$ cat src/rtl/dsa_mem_arbiter.sv
// Image-memory arbiter: host, write port and SIMD read lanes onto one port.
// Optional grant statistics are built when DSA_MEM_ARB_STATS_EN is defined.
module dsa_mem_arbiter #(
  parameter int N_LANES  = 4,
  parameter int ADDR_W   = 18,
  parameter int DATA_W   = 8,
  parameter int RD_LAT   = 2,
  parameter int MAX_WAIT = 15
) (
  input  logic                        clk,
  input  logic                        rst,
  input  logic                        host_req,
  input  logic                        host_we,
  input  logic [ADDR_W-1:0]           host_addr,
  input  logic [DATA_W-1:0]           host_wdata,
  output logic                        host_gnt,
  output logic                        host_rvalid,
  output logic [DATA_W-1:0]           host_rdata,
  input  logic                        wr_req,
  input  logic [ADDR_W-1:0]           wr_addr,
  input  logic [DATA_W-1:0]           wr_data,
  output logic                        wr_gnt,
  input  logic [N_LANES-1:0]          lane_req,
  input  logic [N_LANES*ADDR_W-1:0]   lane_addr,
  output logic [N_LANES-1:0]          lane_gnt,
  output logic [N_LANES-1:0]          lane_rvalid,
  output logic [DATA_W-1:0]           lane_rdata,
  input  logic                        step_en,
  input  logic                        step_pulse,
  output logic                        mem_we,
  output logic                        mem_re,
  output logic [ADDR_W-1:0]           mem_addr,
  output logic [DATA_W-1:0]           mem_wdata,
  input  logic [DATA_W-1:0]           mem_rdata,
  output logic [31:0]                 stat_host,
  output logic [31:0]                 stat_wr,
  output logic [31:0]                 stat_lane,
  output logic [31:0]                 stat_conflict
);

  localparam int LW = (N_LANES > 1) ? $clog2(N_LANES) : 1;
  localparam int SW = (MAX_WAIT > 0) ? $clog2(MAX_WAIT + 1) : 1;

  typedef struct packed {
    logic          v;
    logic          host;
    logic [LW-1:0] lane;
  } tag_t;

  logic [LW-1:0] rr_ptr;
  logic [LW-1:0] rr_idx;
  logic          rr_hit;
  logic [SW-1:0] starv_cnt;
  logic          credit;
  logic          step_ok;
  logic          starve;
  logic          lane_any;
  logic          rd_acc;
  tag_t          tag_n;
  tag_t          tag_q [RD_LAT+1];
  tag_t          tag_rt;

  // Round-robin search starting at rr_ptr
  always_comb begin
    int j;
    rr_hit = 1'b0;
    rr_idx = '0;
    j      = 0;
    for (int i = 0; i < N_LANES; i++) begin
      j = int'(rr_ptr) + i;
      if (j >= N_LANES) j = j - N_LANES;
      if (!rr_hit && lane_req[j]) begin
        rr_hit = 1'b1;
        rr_idx = LW'(j);
      end
    end
  end

  assign step_ok = !step_en || credit;
  assign starve  = (starv_cnt == SW'(MAX_WAIT));

  always_comb begin
    host_gnt = 1'b0;
    wr_gnt   = 1'b0;
    lane_gnt = '0;
    if (!rst) begin
      priority case (1'b1)
        host_req: host_gnt = 1'b1;
        !step_ok: ;
        rr_hit && (starve || !wr_req): lane_gnt[rr_idx] = 1'b1;
        wr_req: wr_gnt = 1'b1;
        default: ;
      endcase
    end
  end

  assign lane_any = |lane_gnt;
  assign rd_acc   = (host_gnt && !host_we) || lane_any;

  always_ff @(posedge clk or posedge rst) begin
    if (rst) begin
      rr_ptr    <= '0;
      starv_cnt <= '0;
      credit    <= 1'b0;
    end else begin
      if (lane_any)
        rr_ptr <= (rr_idx == LW'(N_LANES - 1)) ? '0 : rr_idx + LW'(1);
      if (lane_any || !(|lane_req))
        starv_cnt <= '0;
      else if (wr_gnt && !starve)
        starv_cnt <= starv_cnt + SW'(1);
      if (!step_en || wr_gnt || lane_any)
        credit <= 1'b0;
      else if (step_pulse)
        credit <= 1'b1;
    end
  end

  always_ff @(posedge clk or posedge rst) begin
    if (rst) begin
      mem_we    <= 1'b0;
      mem_addr  <= '0;
      mem_wdata <= '0;
    end else begin
      mem_we <= (host_gnt && host_we) || wr_gnt;
      if (host_gnt) begin
        mem_addr <= host_addr;
        if (host_we) mem_wdata <= host_wdata;
      end else if (wr_gnt) begin
        mem_addr  <= wr_addr;
        mem_wdata <= wr_data;
      end else if (lane_any) begin
        mem_addr <= lane_addr[int'(rr_idx)*ADDR_W +: ADDR_W];
      end
    end
  end

  // Stage 0 coincides with mem_re; the last stage meets the memory data
  assign tag_n = '{v: rd_acc, host: host_gnt, lane: rr_idx};

  always_ff @(posedge clk or posedge rst) begin
    if (rst) begin
      for (int i = 0; i <= RD_LAT; i++) tag_q[i] <= '0;
    end else begin
      tag_q[0] <= tag_n;
      for (int i = 1; i <= RD_LAT; i++) tag_q[i] <= tag_q[i-1];
    end
  end

  assign mem_re = tag_q[0].v;
  assign tag_rt = tag_q[RD_LAT];

  always_comb begin
    lane_rvalid = '0;
    for (int i = 0; i < N_LANES; i++)
      lane_rvalid[i] = tag_rt.v && !tag_rt.host && (tag_rt.lane == LW'(i));
  end

  assign host_rvalid = tag_rt.v && tag_rt.host;
  assign host_rdata  = host_rvalid ? mem_rdata : '0;
  assign lane_rdata  = (|lane_rvalid) ? mem_rdata : '0;

`ifdef DSA_MEM_ARB_STATS_EN
  logic [1:0] n_pend;

  assign n_pend = 2'(host_req) + 2'(wr_req) + 2'(|lane_req);

  always_ff @(posedge clk or posedge rst) begin
    if (rst) begin
      stat_host     <= '0;
      stat_wr       <= '0;
      stat_lane     <= '0;
      stat_conflict <= '0;
    end else begin
      if (host_gnt) stat_host <= stat_host + 32'd1;
      if (wr_gnt)   stat_wr   <= stat_wr + 32'd1;
      if (lane_any) stat_lane <= stat_lane + 32'd1;
      if (n_pend >= 2'd2) stat_conflict <= stat_conflict + 32'd1;
    end
  end
`else
  assign stat_host     = '0;
  assign stat_wr       = '0;
  assign stat_lane     = '0;
  assign stat_conflict = '0;
`endif

endmodule

$ cat config.mk
export PLATFORM = sky130hd
export DESIGN_NAME = dsa_mem_arbiter
export DESIGN_NICKNAME = d
export VERILOG_FILES = /design/src/rtl/dsa_mem_arbiter.sv
export SDC_FILE = /design/constraint.sdc
export NUM_CORES = 1
export LEC_CHECK = 0
export ABC_AREA = 1
export BUFFER_PORTS_ARGS = -buffer_cell sky130_fd_sc_hd__buf_4
export CORE_ASPECT_RATIO = 0.6
export CORE_MARGIN = 4
export CORE_UTILIZATION = 38
export DETAILED_ROUTE_END_ITERATION = 6
export HOLD_SLACK_MARGIN = 0.15
export MAX_ROUTING_LAYER = met4
export PLACE_DENSITY = 0.89
export SYNTH_ARGS = -nofsm -noshare
export SYNTH_HDL_FRONTEND = slang
export SYNTH_SLANG_ARGS = --single-unit
$ cat constraint.sdc
create_clock -name clk -period 2.6 [get_ports clk]
set_input_delay 0.52 -clock clk [delete_from_list [all_inputs] [get_ports clk]]
set_output_delay 0.52 -clock clk [all_outputs]
set_load 0.02 [all_outputs]
======== After elaboration in Yosys (flattened, before gate mapping) ========
Index checks and enable logic that the tools add are counted.
word-level totals
  word-level logic and storage cells ...... 131
  input bits .............................. 143
  register bits after elaboration ......... 46
  output and inout port bits .............. 183
cells by class
  $add $sub $neg .......................... 9
  shift operators ......................... 1
  multiply operators ...................... 1
  magnitude comparators ................... 10
  reductions and logical operators ........ 39
  equality and inequality tests ........... 6
  multiplexer cells ....................... 50
operators by type and width
  kind                   count
  $lt A32 B4 Y1 const B  4
  $mux W32               4
  $shiftx A72 B8 Y18     1
  $mux W18               3
  $mux W8                5
  $mux W4                6
  $mux W1                22
  $logic_and A1 B1 Y1    14
  $reduce_or A4 Y1       3
  $sub A3 B3 Y4 const B  3
  $mux W2                5
  $ge A3 B3 Y1 const B   3
  $logic_not A1 Y1       9
  $bmux W1 S2            4
  $logic_or A1 B1 Y1     7
  $add A2 B2 Y3 const B  2
  $eq A2 B2 Y1 const B   3
  $mul A2 B4 Y6 const B  1
  $reduce_bool A2 Y1     3
  $add A4 B1 Y4 const B  1
  $eq A4 B4 Y1 const B   1
  $sub A2 B3 Y4 const B  1
  $add A2 B1 Y3 const B  1
  $ge A2 B3 Y1 const B   1
  9 further kinds        9

======== Depth between registers and ports, before layout ========
Gate-level depths: netlist of the first run.
  word-level depth ........................ 27
  mapped depth ............................ 20
  mapped depth without buffers ............ 17

======== Worst setup path before layout of the first run ========
No wires, ideal clock.
  path type ............................... input port to flip-flop
  start ................................... input rst
  end ..................................... register mem_wdata[0]
  library setup time ...................... 0.082 ns
  setup slack ............................. -0.415 ns
  stages on the path ...................... 9
  arrival time ............................ 2.933 ns
  path buffers ............................ 2
  data required time ...................... 2.518 ns
  cell sequence ........................... inv_1 > nand2_1 > inv_1 > buf_2 > nand2_1 > nand2_1 > clkbuf_1 > nor2_1 > a31oi_1
on the way
  cells in the longest elaborated chain, start to end .. 3
  elaborated cells on any way between the ends .. 6
  those cells by class .................... eq/ne: 1; mux: 3; reduce/logical: 2
ends and longest elaborated chain
  element                                                              RTL line  source
  start: declaration                                                   11        input logic rst,
  $mux W1 *                                                            86        if (!rst) begin
  named net host_gnt                                                   16        output logic host_gnt,
  $ne A2 B2 Y1 (no line) / $reduce_bool A2 Y1 (equally long branches)  --
  $reduce_and A2 Y1 (no line)                                          --
  end signal: assignment                                               128       if (host_we) mem_wdata <= host_wdata;
  end signal: assignment                                               131       mem_wdata <= wr_data;
  end: declaration                                                     33        output logic [DATA_W-1:0] mem_wdata,
Mark *: on every way through the listed nets, which the timed path passes. The rest lies on a longest branch.
A chain may end at the register's enable or synchronous reset.

======== Worst setup path in the final report of the first run ========
  start ................................... register rr_ptr[0]
  end ..................................... output lane_gnt[0]
on the way
  cells in the longest elaborated chain, start to end .. 23
  elaborated cells on any way between the ends .. 51
  those cells by class .................... add/sub: 7; order compare: 6; mux: 30; reduce/logical: 8
ends and longest elaborated chain
  element                                                                    RTL line  source
  start: declaration                                                         50        logic [LW-1:0] rr_ptr;
  start signal: assignment                                                   107       rr_ptr <= (rr_idx == LW'(N_LANES - 1)) ? '0 : rr_idx + LW'(1);
  branches (longest 14 deep; another with $sub A3 B3 Y4)                     --
  $mux W2 *                                                                  72        if (!rr_hit && lane_req[j]) begin
  named net rr_idx[0]                                                        51        logic [LW-1:0] rr_idx;
  $lt A2 B3 Y1 (implied by the code) / $ge A2 B1 Y1 (equally long branches)  90        rr_hit && (starve || !wr_req): lane_gnt[rr_idx] = 1'b1;
  $logic_and A1 B1 Y1 (implied by the code)                                  90
  $mux W1 (implied by the code)                                              90
  $demux W1 S2 *                                                             90
  $mux W4 * (3 in a row)                                                     87        priority case (1'b1)
  $mux W4 *                                                                  86
  end: declaration                                                           25        output logic [N_LANES-1:0] lane_gnt,
Mark *: on every way through the listed nets, which the timed path passes. The select of a mux whose other input is x is not followed.

==> out/qor.yml, run 1 <==
worst_hold_path:
  min_delay_path_depth: 0
  holdPathEnd: "tag_q[0]$_DFF_PP0_"
  hold_start: "tag_q[4]$_DFF_PP0_"
  timing.hold.worst.class: "flop to flop"
clocking:
  tritoncts.num_buffers: 5
  cts_root_buf: "sky130_fd_sc_hd__clkbuf_16"
  numClockSinks: 46
  path_clk_slew_ns: 0.07
  clk_path_buf_depth: 2
  cts_tree: "built"
  worstSkewPairLatency_ns: 0.29
  htreeDepth: 2
  cts-hold-fix-buffers: 0
setup_path:
  r2r_start: "rr_ptr[0]$_DFFE_PP0P_"
  worst-path-buf-inv: 3
  crit_chain: "buf_6 > nand2_1 > nand2_1 > nand2_1 > nand2_1 > a21oi_2 > nand2_1 > nand2_4 > inv_1 > nor3_1 > buf_4"
  crit_top_cell: "sky130_fd_sc_hd__nand2_1"
  r2r_setup_slack_ns: 0.17
  worstSetupEndpointType: "primary output"
  ff2ff_path_depth: 16
  worst_setup_start_kind: "flop"
  critical_path.reg2reg.endpoint: "mem_addr[4]$_DFFE_PP0P_"
  cp_top_family: "simple AND/OR/NAND/NOR gates"
  crit_slowest_cell: "sky130_fd_sc_hd__dfrtp_2"
  slowest_delay_ns: 0.45
  path_class: "flop to primary output"
  cp.arrival_ns: 2.04
  worstPathMaxFanout: 7
  cp.required_ns: 2.08
global_routing:
  sum_of_overflow_across_all_layers_after_global_routing: 0
  grt_pass1_wl_um: 20800
  grt_start_max_net_pins: 47
  antenna_found_initial: 0
  gr-usage-all-layers_pct: 18.9
  via_count_of_the_first_global_routing_pass: 4259
floorplan:
  fp.dieH_um: 93.8
  rows: 31
  num_io_pins: 326
  die_area_mm2: 0.0142
  floorplan.initialDensity_pct: 38.8
  placeableCoreArea_mm2: 0.0120
  die_width_um: 151
final_layout:
  layout-area-overhead-vs-synth_pct: 30.1
  net_count_reported_at_finish: 1098
  antenna_cells: 0
  post-route-cell-area_mm2: 0.00607
  fraction_of_final_layout_cells_sized_beyond_drive_strength_1_pct: 28.7
  final_core_utilization_pct: 50.5
drt:
  post_dr_wirelength_cell_um: 12.5
  vias: 4729
  finalWirelength_um: 14000
  drtIter0Drc: 197
  antenna_violating_nets_post_route: 0
  dr_vias_cell: 4.23
  post-route-drc-count: 0
  1st_pass_router_iterations: 5
timing:
  post-route-min-period_ns: 2.56
  timing.final.hold_violations: 0
  period_share_pct: 98.4
  clock_skew_ns: 0.00617
  timing.final.setup_violations: 0
  worst_pin_slew_ns: 0.600
  slew_violations: 0
  max_freq_mhz: 391
  normalized_max_slew_margin_pct: 60.0
  setup_tns_ns: 0
  timing.hold.ws_ns: 0.350
  rsz0062_at_grt: "true"
synth:
  ys_warn_count: 0
  synth_top_cell_by_area: "sky130_fd_sc_hd__dfrtp_1"
  cell_types_with_the_highest_counts_after_synthesis: "sky130_fd_sc_hd__nand2_1, sky130_fd_sc_hd__buf_4, sky130_fd_sc_hd__inv_1"
  post-synth-top-area-fraction_pct: 24.7
  ys_dominant_reg_cell: "sky130_fd_sc_hd__dfrtp_1"
  ys_top_cells_by_area: "sky130_fd_sc_hd__dfrtp_1, sky130_fd_sc_hd__nand2_1, sky130_fd_sc_hd__buf_4"
  ys_seq_elements: 46
  syn_area_per_cell_um2: 6.12
  post_synth_edffs: 0
  syn-instance-count: 762
  synthesis.area_mm2: 0.00467
  postSynth.asyncResetShare_pct: 100
  yosysUniqueCellTypes: 28
  yosysSeqAreaShare_pct: 24.7
  yosys.cell_count.top_type: "sky130_fd_sc_hd__nand2_1"
placed_design:
  dp_hpwl_um: 11600
  place.port_buffers: 197
  placed_area_mm2: 0.00579
  gp_congestion: 0.996
run:
  max-cap-violations: 0
pwr:
  powerDensity_mw_per_mm2: 997
  report.power.total_mw: 6.05
  ir_worst_vdd_uv: 777
  p_leak_nw: 3.86
run_status:
  status: "finished clean"
==> stage by stage <==
step / setup slack [ns] / cells
floorplan: 0.0607 / 889
global placement: 0.102 / 1106
detailed placement: 0.0299 / 1106
CTS: 0.00218 / 1117
global route: -0.0574 / 1119
finish: 0.0411 / 1119
==> worst reg2reg max path, delay by kind of cell (launching register included) <==
| family | cells | cell delay, ns |
|---|---|---|
| AOI/OAI and AO/OA | 1 | 0.06 |
| buffers and inverters | 4 | 0.80 |
| DFF | 1 | 0.43 |
| and+or+nand+nor | 11 | 1.02 |
==> kinds of logic (layout without fill, tap and decap cells) <==
group                    after synthesis  after routing  synth area share, %
AND/OR/NAND/NOR                      433            433                 39.4
buffers and inverters                261            326                 32.9
flip-flops                            46             46                 24.7
AO/OA/AOI/OAI                         16             16                 1.93
XOR/XNOR                               3              3                0.563
adder cells (fa/ha/maj)                2              2                0.536
other                                  1            128               0.0804
==> flip-flops by register name, summed over array words and instances, names as in the netlist <==
signal,count
credit,1
starv_cnt,4
mem_addr,18
tag_q,11
mem_we,1
mem_wdata,8
mem_re,1
rr_ptr,2
==> worst max-delay path by stage <==
| stage | to | startpoint | cells after the start | slack [ns] |
|---|---|---|---|---|
| floorplan | mem_wdata[0]$_DFFE_PP0P_ | rst | 9 | 0.06 |
| CTS | lane_gnt[3] | rr_ptr[0]$_DFFE_PP0P_ | 13 | 0.002 |
| global placement | lane_gnt[1] | step_en | 9 | 0.10 |
| global route | lane_gnt[0] | rr_ptr[1]$_DFFE_PP0P_ | 12 | -0.06 |
| finish | lane_gnt[0] | rr_ptr[0]$_DFFE_PP0P_ | 11 | 0.04 |
| detailed placement | mem_addr[1]$_DFFE_PP0P_ | lane_req[1] | 17 | 0.03 |
==> power by group <==
part           leakage (nW)  total (mW)  internal, mW  switching (mW)
logic                  3.22        4.17          1.45            2.72
clock network        0.0842       0.735         0.455           0.280
registers             0.563        1.15         0.973           0.173
total                  3.86        6.05          2.88            3.17
==> layout make-up <==
type	count	area, µm²
fillers	1202	5950
multi-input cells	582	2510
repair buffers	214	1630
flip-flops and latches	46	1150
inverters	104	404
well taps	165	206
clock buffers	5	125
clock inverters	3	43.8
==> per-layer routing <==
metal | vias to the layer above | global-route usage, % | routed length, µm
met3 | 18 | 3.95 | 1280
met5 | - | - | 0
met1 | 2086 | 23.9 | 5470
met4 | 0 | 3.17 | 207
met2 | 230 | 31.9 | 7050
li1 | 2395 | - | -
==> layout by cell type, fill, tap and decap left out, types with 6 or more instances in the layout <==
cell type,Yosys,final
sky130_fd_sc_hd__nand3_1,61,59
sky130_fd_sc_hd__a31oi_1,8,8
sky130_fd_sc_hd__buf_4,134,211
sky130_fd_sc_hd__nand3_2,4,6
sky130_fd_sc_hd__dfrtp_1,46,44
sky130_fd_sc_hd__or2_2,18,18
sky130_fd_sc_hd__nand2_2,6,10
sky130_fd_sc_hd__conb_1,1,128
sky130_fd_sc_hd__nor3_1,9,8
sky130_fd_sc_hd__inv_1,100,98
sky130_fd_sc_hd__nor2_1,33,31
sky130_fd_sc_hd__nand2_1,295,289
==> what timing repair did <==
action / CTS / global route
pin swaps: 3 / 6
gates resized for setup: 3 / 21
setup endpoints to repair: 2 / 22
endpoints found under the hold margin: 0 / 0
buffers inserted: 3 / 2
Note: power is estimated with default switching activity, not from simulation.
==> run 2, diff against run 1 <==
--- a/config.mk
+++ b/config.mk
@@ -7,13 +7,12 @@
 export LEC_CHECK = 0
 export ABC_AREA = 1
 export BUFFER_PORTS_ARGS = -buffer_cell sky130_fd_sc_hd__buf_4
-export CORE_ASPECT_RATIO = 0.6
-export CORE_MARGIN = 4
-export CORE_UTILIZATION = 38
+export CORE_AREA = 4 4 123 125
 export DETAILED_ROUTE_END_ITERATION = 6
+export DIE_AREA = 0 0 127 129
 export HOLD_SLACK_MARGIN = 0.15
 export MAX_ROUTING_LAYER = met4
-export PLACE_DENSITY = 0.89
+export PLACE_DENSITY = 0.81
 export SYNTH_ARGS = -nofsm -noshare
 export SYNTH_HDL_FRONTEND = slang
 export SYNTH_SLANG_ARGS = --single-unit
==> run 2 against run 1 <==
Net effect: the run now ends with setup timing left; sequential share of layout area down 0.40 points; critical path depth shrank 1; sequential power barely moved; total power increased by 2.1%; cell area grew 2.1%; core utilization decreased by 5.8 points; critical path type unchanged; critical endpoint is now lane_gnt[2]; largest cell class unchanged; largest power group unchanged.
==> out/qor.yml, run 2 (same netlist as run 1, synthesis figures left out) <==
run_status:
  status: "finished with violations"  # was finished clean
  violations: "setup timing"
pwr:
  clock_power_share_pct: 10.6  # was 12.1%
  internal_power_summed_over_all_cells_mw: 2.88  # about the same
  ir_worst_vdd_uv: 903  # was 777 µV
  seq_power_share_pct: 18.5  # was 18.9%
  pwr-share-comb_pct: 70.8  # was 68.9%
  p_switching_mw: 3.30  # was 3.17 mW
  p_leak_nw: 3.91  # was 3.86 nW
  power.switching_fraction_pct: 53.3  # was 52.4%
  report.power.total_mw: 6.18  # was 6.05 mW
  powerDensity_mw_per_mm2: 997  # about the same
drt:
  finalWirelength_um: 15200  # was 14,000 µm
  post_dr_wirelength_cell_um: 13.3  # was 12.5 µm
  dr_vias_cell: 4.19  # was 4.23
  vias: 4792  # was 4,729
  drtIter0Drc: 193  # was 197
  post-route-drc-count: 0  # unchanged
  antenna_violating_nets_post_route: 0  # unchanged
  1st_pass_router_iterations: 4  # was 5
final_layout:
  net_count_reported_at_finish: 1106  # was 1,098
  fraction_of_final_layout_cells_sized_beyond_drive_strength_1_pct: 29.9  # was 28.7%
  area_occupied_by_registers_mm2: 0.00115  # unchanged
  post-route-cell-area_mm2: 0.00620  # was 0.00607 mm²
  largest_register_ff_count: 18  # unchanged
  leading_cell_types_in_the_layout_fill_and_taps_excluded: "sky130_fd_sc_hd__nand2_1, sky130_fd_sc_hd__buf_4, sky130_fd_sc_hd__conb_1"  # unchanged
  registers.top_by_ff_count: "mem_addr"  # unchanged
  layout-area-overhead-vs-synth_pct: 32.8  # was 30.1%
  multi_input_area_mm2: 0.00257  # was 0.00251 mm²
  final.fill_count: 1448  # was 1,202
  biggestRegsByFlops: "mem_addr (18), tag_q (11), mem_wdata (8)"  # unchanged
  commonest_non_fill_non_tap_cell_in_the_layout: "sky130_fd_sc_hd__nand2_1"  # unchanged
global_routing:
  gr-usage-all-layers_pct: 17.6  # was 18.9%
  antenna_found_initial: 1  # was 0
  grt_start_max_net_pins: 47  # unchanged
  grt_pass1_wl_um: 22300  # was 20,800 µm
  via_count_of_the_first_global_routing_pass: 4542  # was 4,259
  sum_of_overflow_across_all_layers_after_global_routing: 0  # unchanged
timing:
  timing.final.hold_violations: 0  # unchanged
  slew_violations: 0  # unchanged
  timing.final.setup_violations: 2  # was 0
  normalized_max_slew_margin_pct: 60.1  # was 60.0%
  rsz0062_at_grt: "true"  # unchanged
  clock_skew_ns: 0.00702  # was 0.00617 ns
  period_share_pct: 101  # was 98.4%
  layout_setup_ws_ns: -0.0189  # was 0.0411 ns
  post-route-min-period_ns: 2.62  # was 2.56 ns
  worst_pin_slew_ns: 0.599  # was 0.600 ns
  max_freq_mhz: 382  # was 391 MHz
run:
  max-cap-violations: 0  # unchanged
setup_path:
  cp.arrival_ns: 2.10  # was 2.04 ns
  worstSetupEndpointType: "primary output"  # unchanged
  worst_setup_start_kind: "flop"  # unchanged
  cp.required_ns: 2.08  # about the same
  worstPathMaxFanout: 7  # unchanged
  path_class: "flop to primary output"  # unchanged
  ff2ff_path_depth: 18  # was 16
floorplan:
  floorplan.initialDensity_pct: 33.6  # was 38.8%
  rows: 43  # was 31
  die_area_mm2: 0.0164  # was 0.0142 mm²
  die_width_um: 127  # was 151 µm
  num_io_pins: 326  # unchanged
  placeableCoreArea_mm2: 0.0139  # was 0.0120 mm²
  fp.dieH_um: 129  # was 93.8 µm
placed_design:
  placed_area_mm2: 0.00583  # was 0.00579 mm²
  place.port_buffers: 197  # unchanged
  gp_congestion: 0.946  # was 0.996
  dp_hpwl_um: 12000  # was 11,600 µm
clocking:
  cts_tree: "built"  # unchanged
  htreeDepth: 2  # unchanged
  cts_root_buf: "sky130_fd_sc_hd__clkbuf_16"  # unchanged
  clk_path_buf_depth: 2  # unchanged
  path_clk_slew_ns: 0.07  # about the same
  worstSkewPairLatency_ns: 0.29  # about the same
  cts-hold-fix-buffers: 0  # unchanged
  tritoncts.num_buffers: 5  # unchanged
  numClockSinks: 46  # unchanged
worst_hold_path:
  timing.hold.worst.class: "flop to flop"  # unchanged
  min_delay_path_depth: 0  # unchanged
-- run 2: cell types whose count changed in the layout (fill, tap and decap cells not counted), moves of 2 or more --
| cell | before | now |
|---|---|---|
| sky130_fd_sc_hd__nor2_2 | 2 | 0 |
| sky130_fd_sc_hd__nand3_2 | 6 | 4 |
| sky130_fd_sc_hd__nand2_1 | 289 | 283 |
| sky130_fd_sc_hd__nor3_1 | 8 | 6 |
| sky130_fd_sc_hd__buf_6 | 2 | 4 |
| sky130_fd_sc_hd__nor2_1 | 31 | 33 |
| sky130_fd_sc_hd__nand2_2 | 10 | 13 |
| sky130_fd_sc_hd__nor3_2 | 1 | 3 |
| sky130_fd_sc_hd__buf_4 | 211 | 216 |
| sky130_fd_sc_hd__nand2_4 | 3 | 6 |
| sky130_fd_sc_hd__nand3_4 | 1 | 3 |
-- run 2: layout make-up --
cell class              count  share of cell area [%]
inverters                 104                    6.48
well taps                 180                    3.63
repair buffers            221                    27.2
clock buffers               7                    2.30
multi-input cells         582                    41.5
clock inverters             1                   0.141
flip-flops and latches     46                    18.6
diodes                      1                  0.0404
repair inverters            1                   0.121
-- run 2: worst paths after layout --
check,endpoint,startpoint,slack [ns]
max in group asynchronous,rr_ptr[0]$_DFFE_PP0P_,rst,1.75
hold reg to reg,tag_q[4]$_DFF_PP0_,tag_q[8]$_DFF_PP0_,0.35
setup reg to reg,mem_addr[2]$_DFFE_PP0P_,rr_ptr[0]$_DFFE_PP0P_,0.15
hold / removal,tag_q[4]$_DFF_PP0_,tag_q[8]$_DFF_PP0_,0.35
min in group asynchronous,credit$_DFFE_PP0P_,rst,0.43
setup / recovery,lane_gnt[2],rr_ptr[0]$_DFFE_PP0P_,-0.02
-- run 2: per-stage QoR --
stage               TNS [ns]  setup slack [ns]  hold slack, ns  std cells  utilization [%]
detailed placement         0            0.0640           0.335       1123             42.0
finish               -0.0356           -0.0189           0.346       1143             44.7
global route          -0.835            -0.137           0.354       1143             44.7
global placement           0             0.170           0.331       1123             42.0
CTS                        0           0.00758           0.345       1137             43.6
floorplan                  0            0.0607           0.331        889                -
-- run 2: what timing repair did --
item	in CTS	in global routing
gates cloned	2	0
setup buffers	4	6
gates resized for setup	11	29
pin swaps	5	16
hold endpoints to repair	0	0
endpoints found under the setup margin	1	26
-- run 2: layer usage --
metal	routed length (µm)	vias up	GRT usage, %
met4	210	0	3.15
met5	0	-	-
met3	1380	25	4.40
met2	8160	232	32.3
li1	-	2405	-
met1	5480	2130	19.4
-- run 2: worst max-delay path, cell delays in order (launching register included) --
cell and delay (ns):
sky130_fd_sc_hd__dfrtp_2 0.46, sky130_fd_sc_hd__buf_6 0.17, sky130_fd_sc_hd__nand2_4 0.07, sky130_fd_sc_hd__nand3_1 0.10
sky130_fd_sc_hd__nand2_1 0.11, sky130_fd_sc_hd__a21oi_2 0.18, sky130_fd_sc_hd__nand2_1 0.13, sky130_fd_sc_hd__nand2_4 0.14
sky130_fd_sc_hd__inv_1 0.13, sky130_fd_sc_hd__nor3_2 0.16, sky130_fd_sc_hd__buf_4 0.17
-- run 2: power by group through the flow --
stage	logic, mW	clock network [mW]	registers (mW)
after floorplan	2.89	0	1.31
after global placement	4.04	0	1.12
after detailed placement	4.09	0	1.13
after CTS	4.18	0.678	1.14
after global routing	4.91	0.707	1.18
final	4.38	0.657	1.14
